--- src/rtl/i2c_txn_if.sv ---
// Requester and engine signal bundle for the shared I2C transaction engine arbiter.
// The master modport is the arbiter; the slave modport is the requesters plus engine.
interface i2c_txn_if #(
  parameter int NREQ = 4
);
  logic [NREQ-1:0]    req_valid;
  logic [NREQ-1:0]    req_wr;
  logic [32*NREQ-1:0] req_wdata;
  logic [32*NREQ-1:0] req_rdata;
  logic [5*NREQ-1:0]  req_nm;
  logic [NREQ-1:0]    grant;
  logic [NREQ-1:0]    req_done;
  logic [NREQ-1:0]    req_err;
  logic               bus_en;
  logic               bus_wr;
  logic [31:0]        bus_wdata;
  logic [31:0]        bus_rdata;
  logic [4:0]         bus_nm;
  logic               bus_done;
  logic               bus_error;

  modport master (
    input  req_valid, req_wr, req_wdata, req_rdata, req_nm, bus_done, bus_error,
    output grant, req_done, req_err, bus_en, bus_wr, bus_wdata, bus_rdata, bus_nm
  );

  modport slave (
    output req_valid, req_wr, req_wdata, req_rdata, req_nm, bus_done, bus_error,
    input  grant, req_done, req_err, bus_en, bus_wr, bus_wdata, bus_rdata, bus_nm
  );
endinterface

--- src/rtl/i2c_txn_arbiter.sv ---
// Round-robin arbiter sharing one I2C transaction engine among NREQ requesters.
// The grant is held until engine done/error or a watchdog abort, then the owner gets a one-cycle status pulse.
module i2c_txn_arbiter #(
  parameter int NREQ        = 4,
  parameter int TIMEOUT_CYC = 50000
) (
  input  logic       clk_in,
  input  logic       reset_n,
  i2c_txn_if.master  ifc,
  output logic       busy,
  output logic [7:0] timeout_cnt
);
  localparam int               IDX_W     = $clog2(NREQ);
  localparam logic [15:0]      WDOG_LAST = 16'(TIMEOUT_CYC - 1);
  localparam logic [IDX_W-1:0] LAST_RST  = IDX_W'(NREQ - 1);

  typedef enum logic [1:0] {
    IDLE    = 2'd0,
    ISSUE   = 2'd1,
    WAIT    = 2'd2,
    RELEASE = 2'd3
  } state_t;

  state_t           state_q, state_d;
  logic [IDX_W-1:0] last_q, last_d;
  logic [NREQ-1:0]  grant_q, grant_d;
  logic [NREQ-1:0]  done_q, done_d;
  logic [NREQ-1:0]  err_q, err_d;
  logic             bus_en_q, bus_en_d;
  logic             bus_wr_q, bus_wr_d;
  logic [31:0]      bus_wdata_q, bus_wdata_d;
  logic [31:0]      bus_rdata_q, bus_rdata_d;
  logic [4:0]       bus_nm_q, bus_nm_d;
  logic [15:0]      wdog_q, wdog_d;
  logic [7:0]       tcnt_q, tcnt_d;
  logic             busy_q, busy_d;

  logic             win_found_s;
  logic [IDX_W-1:0] win_idx_s;
  logic [IDX_W-1:0] cand_s;
  logic [NREQ-1:0]  win_onehot_s;
  logic             sel_wr_s;
  logic [31:0]      sel_wdata_s;
  logic [31:0]      sel_rdata_s;
  logic [4:0]       sel_nm_s;

  // Round-robin pick: first active requester after the last winner, plus its command fields.
  always_comb begin
    win_found_s = 1'b0;
    win_idx_s   = last_q;
    cand_s      = last_q;
    for (int i = 1; i <= NREQ; i++) begin
      cand_s = IDX_W'((int'(last_q) + i) % NREQ);
      if (!win_found_s && ifc.req_valid[cand_s]) begin
        win_found_s = 1'b1;
        win_idx_s   = cand_s;
      end else begin
        win_found_s = win_found_s;
      end
    end
    win_onehot_s = '0;
    sel_wr_s     = 1'b0;
    sel_wdata_s  = 32'h0000_0000;
    sel_rdata_s  = 32'h0000_0000;
    sel_nm_s     = 5'd0;
    for (int i = 0; i < NREQ; i++) begin
      if (win_idx_s == IDX_W'(i)) begin
        win_onehot_s[i] = 1'b1;
        sel_wr_s        = ifc.req_wr[i];
        sel_wdata_s     = ifc.req_wdata[32*i +: 32];
        sel_rdata_s     = ifc.req_rdata[32*i +: 32];
        sel_nm_s        = ifc.req_nm[5*i +: 5];
      end else begin
        win_onehot_s[i] = 1'b0;
      end
    end
  end

  // Transaction FSM: next state plus every registered output.
  always_comb begin
    state_d     = state_q;
    last_d      = last_q;
    grant_d     = grant_q;
    done_d      = '0;
    err_d       = '0;
    bus_en_d    = bus_en_q;
    bus_wr_d    = bus_wr_q;
    bus_wdata_d = bus_wdata_q;
    bus_rdata_d = bus_rdata_q;
    bus_nm_d    = bus_nm_q;
    wdog_d      = wdog_q;
    tcnt_d      = tcnt_q;
    case (state_q)
      IDLE: begin
        if (win_found_s) begin
          grant_d     = win_onehot_s;
          bus_wr_d    = sel_wr_s;
          bus_wdata_d = sel_wdata_s;
          bus_rdata_d = sel_rdata_s;
          bus_nm_d    = sel_nm_s;
          last_d      = win_idx_s;
          state_d     = ISSUE;
        end else begin
          state_d = IDLE;
        end
      end
      ISSUE: begin
        bus_en_d = 1'b1;
        wdog_d   = 16'd0;
        state_d  = WAIT;
      end
      WAIT: begin
        wdog_d = wdog_q + 16'd1;
        // Error wins over done; the watchdog only fires when the engine is silent.
        if (ifc.bus_error) begin
          err_d    = grant_q;
          bus_en_d = 1'b0;
          grant_d  = '0;
          state_d  = RELEASE;
        end else if (ifc.bus_done) begin
          done_d   = grant_q;
          bus_en_d = 1'b0;
          grant_d  = '0;
          state_d  = RELEASE;
        end else if (wdog_q == WDOG_LAST) begin
          err_d    = grant_q;
          bus_en_d = 1'b0;
          grant_d  = '0;
          tcnt_d   = (tcnt_q == 8'hFF) ? 8'hFF : tcnt_q + 8'd1;
          state_d  = RELEASE;
        end else begin
          state_d = WAIT;
        end
      end
      RELEASE: begin
        grant_d = '0;
        if (!ifc.bus_done && !ifc.bus_error) begin
          state_d = IDLE;
        end else begin
          state_d = RELEASE;
        end
      end
      default: begin
        grant_d  = '0;
        bus_en_d = 1'b0;
        state_d  = IDLE;
      end
    endcase
    busy_d = (state_d != IDLE);
  end

  // State and output registers.
  always_ff @(posedge clk_in or negedge reset_n) begin
    if (!reset_n) begin
      state_q     <= IDLE;
      last_q      <= LAST_RST;
      grant_q     <= '0;
      done_q      <= '0;
      err_q       <= '0;
      bus_en_q    <= 1'b0;
      bus_wr_q    <= 1'b0;
      bus_wdata_q <= 32'h0000_0000;
      bus_rdata_q <= 32'h0000_0000;
      bus_nm_q    <= 5'd0;
      wdog_q      <= 16'd0;
      tcnt_q      <= 8'd0;
      busy_q      <= 1'b0;
    end else begin
      state_q     <= state_d;
      last_q      <= last_d;
      grant_q     <= grant_d;
      done_q      <= done_d;
      err_q       <= err_d;
      bus_en_q    <= bus_en_d;
      bus_wr_q    <= bus_wr_d;
      bus_wdata_q <= bus_wdata_d;
      bus_rdata_q <= bus_rdata_d;
      bus_nm_q    <= bus_nm_d;
      wdog_q      <= wdog_d;
      tcnt_q      <= tcnt_d;
      busy_q      <= busy_d;
    end
  end

  assign ifc.grant     = grant_q;
  assign ifc.req_done  = done_q;
  assign ifc.req_err   = err_q;
  assign ifc.bus_en    = bus_en_q;
  assign ifc.bus_wr    = bus_wr_q;
  assign ifc.bus_wdata = bus_wdata_q;
  assign ifc.bus_rdata = bus_rdata_q;
  assign ifc.bus_nm    = bus_nm_q;
  assign busy          = busy_q;
  assign timeout_cnt   = tcnt_q;
endmodule

--- src/flat_wrapper.sv ---
// flat-port wrapper written by rule: the top's interface ports become plain ports
module i2c_txn_arbiter_flat 
#(
  parameter int NREQ        = 4,
  parameter int TIMEOUT_CYC = 50000
)
  (clk_in, reset_n, busy, timeout_cnt, ifc_req_valid, ifc_req_wr, ifc_req_wdata, ifc_req_rdata, ifc_req_nm, ifc_bus_done, ifc_bus_error, ifc_grant, ifc_req_done, ifc_req_err, ifc_bus_en, ifc_bus_wr, ifc_bus_wdata, ifc_bus_rdata, ifc_bus_nm);
  i2c_txn_if #(.NREQ(NREQ)) ifc_i ();
  input  logic clk_in;
  input  logic reset_n;
  output logic busy;
  output logic [7:0] timeout_cnt;
  input wire logic [$bits(ifc_i.req_valid)-1:0] ifc_req_valid;
  input wire logic [$bits(ifc_i.req_wr)-1:0] ifc_req_wr;
  input wire logic [$bits(ifc_i.req_wdata)-1:0] ifc_req_wdata;
  input wire logic [$bits(ifc_i.req_rdata)-1:0] ifc_req_rdata;
  input wire logic [$bits(ifc_i.req_nm)-1:0] ifc_req_nm;
  input wire logic [$bits(ifc_i.bus_done)-1:0] ifc_bus_done;
  input wire logic [$bits(ifc_i.bus_error)-1:0] ifc_bus_error;
  output wire logic [$bits(ifc_i.grant)-1:0] ifc_grant;
  output wire logic [$bits(ifc_i.req_done)-1:0] ifc_req_done;
  output wire logic [$bits(ifc_i.req_err)-1:0] ifc_req_err;
  output wire logic [$bits(ifc_i.bus_en)-1:0] ifc_bus_en;
  output wire logic [$bits(ifc_i.bus_wr)-1:0] ifc_bus_wr;
  output wire logic [$bits(ifc_i.bus_wdata)-1:0] ifc_bus_wdata;
  output wire logic [$bits(ifc_i.bus_rdata)-1:0] ifc_bus_rdata;
  output wire logic [$bits(ifc_i.bus_nm)-1:0] ifc_bus_nm;
  assign ifc_i.req_valid = ifc_req_valid;
  assign ifc_i.req_wr = ifc_req_wr;
  assign ifc_i.req_wdata = ifc_req_wdata;
  assign ifc_i.req_rdata = ifc_req_rdata;
  assign ifc_i.req_nm = ifc_req_nm;
  assign ifc_i.bus_done = ifc_bus_done;
  assign ifc_i.bus_error = ifc_bus_error;
  assign ifc_grant = ifc_i.grant;
  assign ifc_req_done = ifc_i.req_done;
  assign ifc_req_err = ifc_i.req_err;
  assign ifc_bus_en = ifc_i.bus_en;
  assign ifc_bus_wr = ifc_i.bus_wr;
  assign ifc_bus_wdata = ifc_i.bus_wdata;
  assign ifc_bus_rdata = ifc_i.bus_rdata;
  assign ifc_bus_nm = ifc_i.bus_nm;
  i2c_txn_arbiter #(.NREQ(NREQ), .TIMEOUT_CYC(TIMEOUT_CYC)) u_core (.clk_in(clk_in), .reset_n(reset_n), .ifc(ifc_i), .busy(busy), .timeout_cnt(timeout_cnt));
endmodule
--- config.mk ---
export PLATFORM = sky130hd
export DESIGN_NAME = i2c_txn_arbiter_flat
export DESIGN_NICKNAME = d
export VERILOG_FILES = /design/src/rtl/i2c_txn_if.sv /design/src/rtl/i2c_txn_arbiter.sv /design/src/flat_wrapper.sv
export SDC_FILE = /design/constraint.sdc
export NUM_CORES = 1
export LEC_CHECK = 0
export CAP_MARGIN = 20
export CORE_AREA = 2 2 150 152
export DETAILED_ROUTE_END_ITERATION = 8
export DIE_AREA = 0 0 152 154
export SYNTH_ARGS = -nofsm -noshare
export SYNTH_HDL_FRONTEND = slang
export SYNTH_SLANG_ARGS = --single-unit
--- constraint.sdc ---
create_clock -name clk_in -period 4.5 [get_ports clk_in]
set_input_delay 0.9 -clock clk_in [delete_from_list [all_inputs] [get_ports clk_in]]
set_output_delay 0.9 -clock clk_in [all_outputs]
set_load 0.02 [all_outputs]
==> results.md <==
* Mapped Cells at roughly 600
* LEAKAGE at ~4.5 nW
* Antenna-violating nets left at 0
* Yosys cell types at between 40 and 50
* Post-detail-place hpwl at 19300 µm
* Compound-gate portion of the synthesized area at 21.5%
* Core area at ~0.022 mm²
* RSZ-0062 raised after global routing: false
* Layout cells sized above 1 at roughly 5%
* Slew margin rel. at roughly 30%
* Startpoint Class: input pin
* Flip-flop and latch count after synthesis at between 100 and 150
* Measured slew at the worst slew-check pin at 1.06 ns
* Post-synthesis sequential area ratio at a little under half
* Post-CTS setup buffer count at 0
* Worst IR Drop VDD at 0.000258 V
* TritonCTS Sinks at ~110
* Worst-skew pair later-pin latency at between 0.3 and 0.4 ns
* Avg Vias per Cell at around 5
* EDFF count, synth at 0
* Vias in the first global route at 6508
* Syn Std Cell Area at roughly 0.0061 mm²
* 1st-iter DRT viols at around 380
* Max-cap check violation count at 0
* Vias at between 6k and 7k
* Routability cong. at a little under 0.9
* Cts bufs inserted at 9
* Die Span Y at roughly 150 µm
* Avg Cell Area, Syn at about 10 µm²
* # port buffers at roughly 380
* I/O pins at 380
* Fin nets at 1256
* Most used DFF post-synth: dfrtp_1
* Status: complete, no violations
* Highest clock rate at approximately 0.32 GHz
* Setup CP Type: in2reg
* Die ar. at 0.0234 mm²
* Design area at between 0.01 and 0.015 mm²
* Worst min path class: reg2reg
* Highest-count cells in the layout ignoring fill and taps: clkdlybuf4s50_1, dfrtp_1, nand2_1, mux2i_1
* Deepest clock path buffer count at 2
* CTS tree: built
* Rows at 54
* Initial antenna violation count at 0
* Critical Path Fanout Max at 33
* Final setup viols at 0
* Fin crit share at 68.7%
* Post-Synth Adder-Cell Area at roughly 1.4%
* Gr usage total at between 20 and 25%
* Clock Tree Root: clkbuf_16
* Total wire length at 25700 µm
* # hold bufs at CTS at 0
* Worst-path clk slew at ~0.08 ns
* Wire per inst at 20.6 µm
* Clock H-tree levels at 3
* Synth Warn # at 0
* # DRC at 0
* Setup Skew at roughly 0.015 ns
* Global-route wire length before repair at 39800 µm
* Critical path data arrival time at roughly 3.4 ns
* Setup TNS Final at 0 ns
* Largest family of logic cells by synthesized area: compound AO/OA/AOI/OAI gates
* Largest net degree at the start of global routing at 71
* Initial Utilization at roughly 28%
* Min Clock Period, post-route at approximately 3.1 ns
* ANT cells at 0
* Post-Route Utilization at roughly 49%
* Post_cts resized at 0
* Simple-Gate Fraction of Synth Area at between 10% and 20%
* Pre-Repair DR Iteration Count at 4
* Asr flop ratio synth at between 90% and 100%
* Area growth, synth to finish at 72.5%
* Origin of the worst min-delay path: u_core.ifc.bus_en
* Power Density at 576 mW/mm²
* Syn nets at ~900
* Max-slew violations at 0
* CP required at 4.78 ns
* Fin. Hold Viols at 0
* Worst r2r src: u_core.last_q[0]
* Xor/xnor cell area share of the yosys netlist at under 10%
* CP startpoint: ifc_req_valid[2]
* Worst setup EP type: register
* Grt ovf at 0
* Commonest non-fill, non-tap cell in the layout: clkdlybuf4s50_1
* Post-synthesis mux area share at about an eighth
* Area post-placement at 0.0103 mm²
* Die Wd at about 150 µm
sequential cells by signal, summed over array words and instances (netlist names):
register	flops
u_core.ifc.bus_wdata	32
u_core.wdog_q	16
u_core.ifc.req_done	4
u_core.state_q	2
u_core.ifc.bus_nm	5
u_core.ifc.bus_wr	1
u_core.ifc.bus_en	1
u_core.ifc.grant	4
u_core.ifc.bus_rdata	32
u_core.timeout_cnt	8
u_core.busy	1
u_core.last_q	2
u_core.ifc.req_err	4
cell usage after synthesis (all sizes together), types with 4 or more instances:
cell / instances / area, µm²
clkbuf: 42 / 158
inv: 9 / 33.8
a21oi: 7 / 35.0
ha: 7 / 87.6
o21ai: 12 / 60.1
o221ai: 70 / 613
mux2i: 71 / 711
mux2: 7 / 78.8
a22oi: 70 / 526
nand2: 96 / 360
nor2: 20 / 75.1
xor2: 9 / 78.8
nand2b: 5 / 31.3
buf: 7 / 35.0
and2: 9 / 56.3
nand3: 9 / 45.0
nor2b: 4 / 25.0
dfrtp: 110 / 2750
nand4: 10 / 62.6
worst max-delay path, stage by stage:
cell and delay [ns]:
clkdlybuf4s50_1 0.62, nand2b_1 0.17, nor2b_1 0.08, o22ai_4 0.77, buf_4 0.43, o221ai_1 0.16
a22oi_1 0.19
metal layers:
metal  track usage [%]  routed length (µm)  up-vias
met4              5.70                 394        0
li1                  -                   -     3023
met2              37.3               12900      289
met1              27.3               10600     3039
met3              4.76                1740       25
met5                 0                   0        -
path summary, 6_finish.rpt:
path                            slack (ns)  cells after the start                        to
worst max-delay path                  1.41                      7  u_core.ifc.bus_rdata[15]
worst min register to register        0.48                      1         u_core.ifc.bus_en
worst min-delay path                  0.48                      1         u_core.ifc.bus_en
worst max register to register        2.01                      6  u_core.ifc.bus_rdata[15]
max in group asynchronous             2.99                      2  u_core.ifc.bus_rdata[24]
min in group asynchronous             0.62                      1  u_core.ifc.bus_rdata[30]
power by group:
part           leakage [nW]  switching [W]  internal, W  total, W
clock network         0.150       0.000409     0.000456  0.000865
logic                  2.92        0.00201      0.00160   0.00361
registers              1.42       0.000232      0.00140   0.00163
total                  4.49        0.00265      0.00346   0.00611
through the flow:
step | cells | total power (W) | hold slack (ns) | setup slack (ns)
2_1_floorplan | 608 | 0.00364 | 0.479 | 2.19
4_1_cts | 1246 | 0.00619 | 0.487 | 1.38
3_5_place_dp | 1230 | 0.00531 | 0.470 | 0.997
3_3_place_gp | 1230 | 0.00527 | 0.463 | 1.01
6_report | 1246 | 0.00611 | 0.483 | 1.41
5_1_grt | 1246 | 0.00653 | 0.499 | 1.19
cells by family (layout without fill, tap and decap cells):
logic type	after synthesis	in the layout
buf+inv	58	416
simple gates	172	172
compound gates	170	170
xor+xnor	11	11
flops	112	112
fa+ha+maj	7	7
mux	78	78
cell type report:
class / count / area, µm²
clock buffer: 10 / 239
clock inverter: 6 / 72.6
fill: 2032 / 11100
inverter: 9 / 33.8
multi-input combinational: 438 / 3170
sequential: 112 / 2810
tap: 280 / 350
timing repair buffer: 391 / 3930
Note: power is estimated with default switching activity, not from simulation.
==> edit 1 (same settings) <==
Encoding of `state_t`: now one-hot (4 bits for 4 states).
--- a/src/rtl/i2c_txn_arbiter.sv
+++ b/src/rtl/i2c_txn_arbiter.sv
@@ -15,9 +15,9 @@
   localparam logic [IDX_W-1:0] LAST_RST  = IDX_W'(NREQ - 1);
 
-  typedef enum logic [1:0] {
-    IDLE    = 2'd0,
-    ISSUE   = 2'd1,
-    WAIT    = 2'd2,
-    RELEASE = 2'd3
+  typedef enum logic [3:0] {
+    IDLE    = 4'b0001,
+    ISSUE   = 4'b0010,
+    WAIT    = 4'b0100,
+    RELEASE = 4'b1000
   } state_t;
 
Behaviour: no difference found for any inputs over 4 cycles, from zero or initial values and one cycle with reset_n low; so few cycles prove little.
==> edit 1 against the unedited design <==
  * Worst setup slack worse by 11 ps
  * Power up 14%
  * Critical path depth unchanged
  * Routed wire length up 6.0%
  * Clock skew down 6.1 ps
  * Sequential power up 5%
  * Sequential cell count up 2
  * Area after synthesis up 2.8%
  * Count of clock-buffer cells in the layout up 9
  * Highest routed layer unchanged
  * Die area unchanged
  * Cell area up 3.0%
  * Critical path type unchanged
  * Synthesized cell count up 13%
  * Clock power up 63%
==> edit 1: results (changes against the unedited design) <==
largest net degree at the start of global routing=115 (+62%); worst skew pair latency=410 ps (+50 ps); DP HPWL=19.3 mm (about the same); initial DRC count=450 (+19%); Fillers=2031 (-0.049%); Pre-antenna DRT Iters=5 (+1); number of global-route vias before repair=6898 (+6.0%); Vias/cell=5.31 (+3.7%); Placer Congestion=0.860 (-2.5%); Synth cell types=51 (+21%); syn nets=979 (+8.4%); crit path max fanout=75 (+130%); portion of netlist area occupied by mux cells=0.0356 (-0.0928); Max Clock Skew=9.13 ps (-6.14 ps); first-pass GRT wire length=40.9 mm (+2.7%); Commonest cells post-synth=nand2_1 (199), dfrtp_1 (111), a32oi_1 (58); xor and xnor area share after synthesis=0.00139 (-0.0143); initial antenna violation count=0 (unchanged); crit path DAT=3420 ps (+50 ps); CTS H-tree depth=4 (+1); Slew HR=0.349 (+0.0557); CP max stage cell=clkdlybuf4s50_1; FF-to-FF Start=u_core.state_q[0]$_DFF_PN1_; routed len/inst=20.5 um (-0.78%); P_leak=4.38 nW (-2.4%); PortBufs=379 (unchanged); share of cells above drive strength 1=0.0637 (+0.0151); Inserted Clock Buffers=17 (+8); run status=finished, final reports clean; Adder-Cell Fraction of Synth Area=0.00396 (-0.0103); sequential element share of the synthesized area=0.452 (-0.00444); Synth Instances=689 (+13%); reg-to-reg endpoint=u_core.ifc.bus_wdata[25]$_DFFE_PN0N_; Max stage delay on crit path=680 ps (-90 ps); GRT Util Overall=0.224 (+0.00786); placed cell areas=10300 um2 (+0.18%); worst reg-to-reg setup slack=1750 ps (-260 ps); most area-consuming cells after synthesis=dfrtp_1 (44%), nand2_1 (12%), a32oi_1 (8.0%); Non-Filler Instances=1331 (+6.8%)
edit 1: cell families (layout without fill, tap and decap cells):
group                    after synthesis  in the layout
XOR/XNOR                               1              1
multiplexers                          22             22
flip-flops                           114            114
adder cells (fa/ha/maj)                2              2
buffers and inverters                 67            429
AND/OR/NAND/NOR                      298            298
AO/OA/AOI/OAI                        185            185
edit 1: worst min path at each step:
| stage | start | end | slack [ps] | depth (start not counted) |
|---|---|---|---|---|
| final | u_core.wdog_q[15]$_DFFE_PN0P_ | u_core.wdog_q[15]$_DFFE_PN0P_ | 480 | 1 |
| after global placement | u_core.wdog_q[15]$_DFFE_PN0P_ | u_core.wdog_q[15]$_DFFE_PN0P_ | 470 | 1 |
| after floorplan | u_core.wdog_q[15]$_DFFE_PN0P_ | u_core.wdog_q[15]$_DFFE_PN0P_ | 440 | 1 |
| after global routing | u_core.wdog_q[15]$_DFFE_PN0P_ | u_core.wdog_q[15]$_DFFE_PN0P_ | 530 | 1 |
| after detailed placement | u_core.wdog_q[15]$_DFFE_PN0P_ | u_core.wdog_q[15]$_DFFE_PN0P_ | 470 | 1 |
| after CTS | u_core.wdog_q[15]$_DFFE_PN0P_ | u_core.wdog_q[15]$_DFFE_PN0P_ | 490 | 1 |
edit 1: power groups by stage:
| stage | Combinational [mW] | Sequential [mW] | Clock (mW) |
|---|---|---|---|
| finish | 3.85 | 1.71 | 1.41 |
| global route | 4.16 | 1.76 | 1.49 |
| CTS | 3.89 | 1.71 | 1.44 |
| detailed placement | 3.89 | 1.72 | 0 |
| global placement | 3.87 | 1.72 | 0 |
| floorplan | 1.92 | 2.08 | 0 |
edit 1: area by class of cell:
cell class,count,area (um2),area share
repair buffers,392,3950,0.362
clock buffers,19,453,0.0415
inverters,6,23.8,0.00218
multi-input cells,508,3130,0.286
clock inverters,12,158,0.0144
well taps,280,350,0.0321
flip-flops and latches,114,2860,0.262
edit 1: critical path: cells and delay by family:
kind	cells	cell delay, ps
buffers and inverters	3	1040
AND/OR/NAND/NOR	3	1170
AO/OA/AOI/OAI	1	300
edit 1: stage by stage:
stage / total power [mW] / setup WS (ps)
5_1_grt: 7.41 / 1200
3_3_place_gp: 5.58 / 1020
3_5_place_dp: 5.61 / 913
6_report: 6.97 / 1400
4_1_cts: 7.05 / 1350
2_1_floorplan: 4.00 / 2020
edit 1: metal layers:
metal | GRT usage | routed length, um | part of all wire | vias up
li1 | - | - | - | 3311
met1 | 0.281 | 11400 | 0.42 | 3424
met2 | 0.376 | 13400 | 0.49 | 292
met3 | 0.0578 | 1910 | 0.070 | 37
met4 | 0.0734 | 586 | 0.022 | 0
met5 | 0 | 0 | 0 | -
==> edit 2 (same settings) <==
Made on the original files. `NREQ` is set to 4 in 3 places; all go to 2.
--- a/src/rtl/i2c_txn_if.sv
+++ b/src/rtl/i2c_txn_if.sv
@@ -2,5 +2,5 @@
 // The master modport is the arbiter; the slave modport is the requesters plus engine.
 interface i2c_txn_if #(
-  parameter int NREQ = 4
+  parameter int NREQ = 2
 );
   logic [NREQ-1:0]    req_valid;
--- a/src/rtl/i2c_txn_arbiter.sv
+++ b/src/rtl/i2c_txn_arbiter.sv
@@ -2,5 +2,5 @@
 // The grant is held until engine done/error or a watchdog abort, then the owner gets a one-cycle status pulse.
 module i2c_txn_arbiter #(
-  parameter int NREQ        = 4,
+  parameter int NREQ        = 2,
   parameter int TIMEOUT_CYC = 50000
 ) (
--- a/src/flat_wrapper.sv
+++ b/src/flat_wrapper.sv
@@ -2,5 +2,5 @@
 module i2c_txn_arbiter_flat 
 #(
-  parameter int NREQ        = 4,
+  parameter int NREQ        = 2,
   parameter int TIMEOUT_CYC = 50000
 )
Interface: changed (8 resized); port bits go from 380 to 232. No check against the original RTL was run, so the function may have changed too.
==> edit 2 against the unedited design <==
  * Routed wire length fell by 44%
  * Via count down 32%
  * Worst setup slack gained 210 ps
  * Power down 24%
  * Core utilization fell by 12 points
  * Area after synthesis is 19% lower
  * Sequential cell count is 7 lower
  * Count of clock-buffer cells in the layout unchanged
  * Die area stayed put
  * Cell area shrank 25%
  * Clock skew is 2.8 ps higher
  * Global-route usage shrank 9.4 points
  * Critical endpoint is now u_core.ifc.bus_wdata[11]$_DFFE_PN0P_
  * Largest cell class is now registers
==> edit 2: results (changes against the unedited design) <==
met1 wire length=6.50 mm (-39%); syn nets=643 (-29%); crit path max fanout=47 (+42%); multi-input combinational cell count=347 (-21%); clock buffer depth=2 (unchanged); drt total wl=14.4 mm (-44%); GRT Util Overall=0.122 (-0.0936); crit path DAT=3100 ps (-270 ps); sequential element share of the synthesized area=0.525 (+0.0687); # clock sinks=105 (-6.3%); Synth Instances=492 (-19%); DP HPWL=10.5 mm (-45%); Clock-cell share=0.0408 (+0.0114); Placer Congestion=0.734 (-17%); routed len/inst=14.5 um (-30%); initial DRC count=187 (-50%); bufs w/o clock=235 (-40%); PortBufs=231 (-39%); Power, Total=4.66 mW (-24%); placed cell count=978 (-20%); worst slew pin tran=1040 ps (-22.4 ps); largest net degree at the start of global routing=91 (+28%); Data buffer area share=0.298 (-0.0729); Synth cell types=45 (+7.1%); Non-clk invs=11 (+2); reported clock group power=0.873 mW (+0.9%); P_leak=3.39 nW (-24%); Fillers=2158 (+6.2%); fin util=0.366 (-0.123); Setup WS pre-CTS=1220 ps (+223 ps); area occupied by multi-input gates=2230 um2 (-30%); Vias/cell=4.36 (-15%); mapped cell area=5010 um2 (-19%); ant diodes=0 (unchanged); Layout Nets=860 (-32%); internal power=2.84 mW (-18%); post-synth top area share=0.520 (+0.0720); most area-consuming cells after synthesis=dfrtp_1 (52%), mux2i_1 (14%), o21ai_0 (7.9%); peak supply drop=0.000229 V (-11%); Max Clock Skew=18.0 ps (+2.77 ps); Commonest cells post-synth=dfrtp_1 (104), nand2_1 (94), o21ai_0 (79); first-pass GRT wire length=23.2 mm (-42%); met3 WL=768 um (-56%); Comb power=2.30 mW (-36%); metal2 WL=6.85 mm (-47%); run status=finished, final reports clean; number of global-route vias before repair=4268 (-34%)
## edit 2: changes by cell type after synthesis, moves of 5 or more
cell / change
nor2_1: -7
xor2_1: -7
buf_2: +8
clkbuf_1: -29
a22oi_1: -70
mux2_1: -5
dfrtp_1: -6
and2_1: -7
o221ai_1: -70
o21ai_0: +67
## edit 2: critical path, cell delays in order
cell,delay [ps]
clkdlybuf4s50_1,520
o21ai_4,870
buf_12,370
mux2i_1,270
o21ai_0,100
## edit 2: path summary, 6_finish.rpt
kind,from,to,slack (ps),depth (start not counted)
worst min-delay path,u_core.ifc.bus_wdata[24]$_DFFE_PN0P_,u_core.ifc.bus_wdata[24]$_DFFE_PN0P_,480,2
max in group asynchronous,reset_n,u_core.ifc.bus_rdata[26]$_DFFE_PN0P_,2740,2
min in group asynchronous,reset_n,u_core.ifc.bus_rdata[10]$_DFFE_PN0P_,660,1
worst min register to register,u_core.ifc.bus_wdata[24]$_DFFE_PN0P_,u_core.ifc.bus_wdata[24]$_DFFE_PN0P_,480,2
worst max-delay path,ifc_req_valid[1],u_core.ifc.bus_wdata[11]$_DFFE_PN0P_,1620,5
worst max register to register,u_core.state_q[0]$_DFF_PN0_,u_core.timeout_cnt[5]$_DFFE_PN0P_,2270,6
## edit 2: cell families (layout without fill, tap and decap cells)
group	after synthesis	after routing	share of synthesized area
multiplexers	76	76	0.153
adder cells (fa/ha/maj)	5	5	0.0125
AND/OR/NAND/NOR	156	156	0.148
flip-flops	105	105	0.525
XOR/XNOR	6	6	0.0105
buffers and inverters	40	262	0.0345
AO/OA/AOI/OAI	104	104	0.116
## edit 2: layer usage
metal / up-vias / track usage
met2: 139 / 0.201
met1: 2015 / 0.157
li1: 2164 / -
met3: 16 / 0.0276
met5: - / 0
met4: 0 / 0.0472
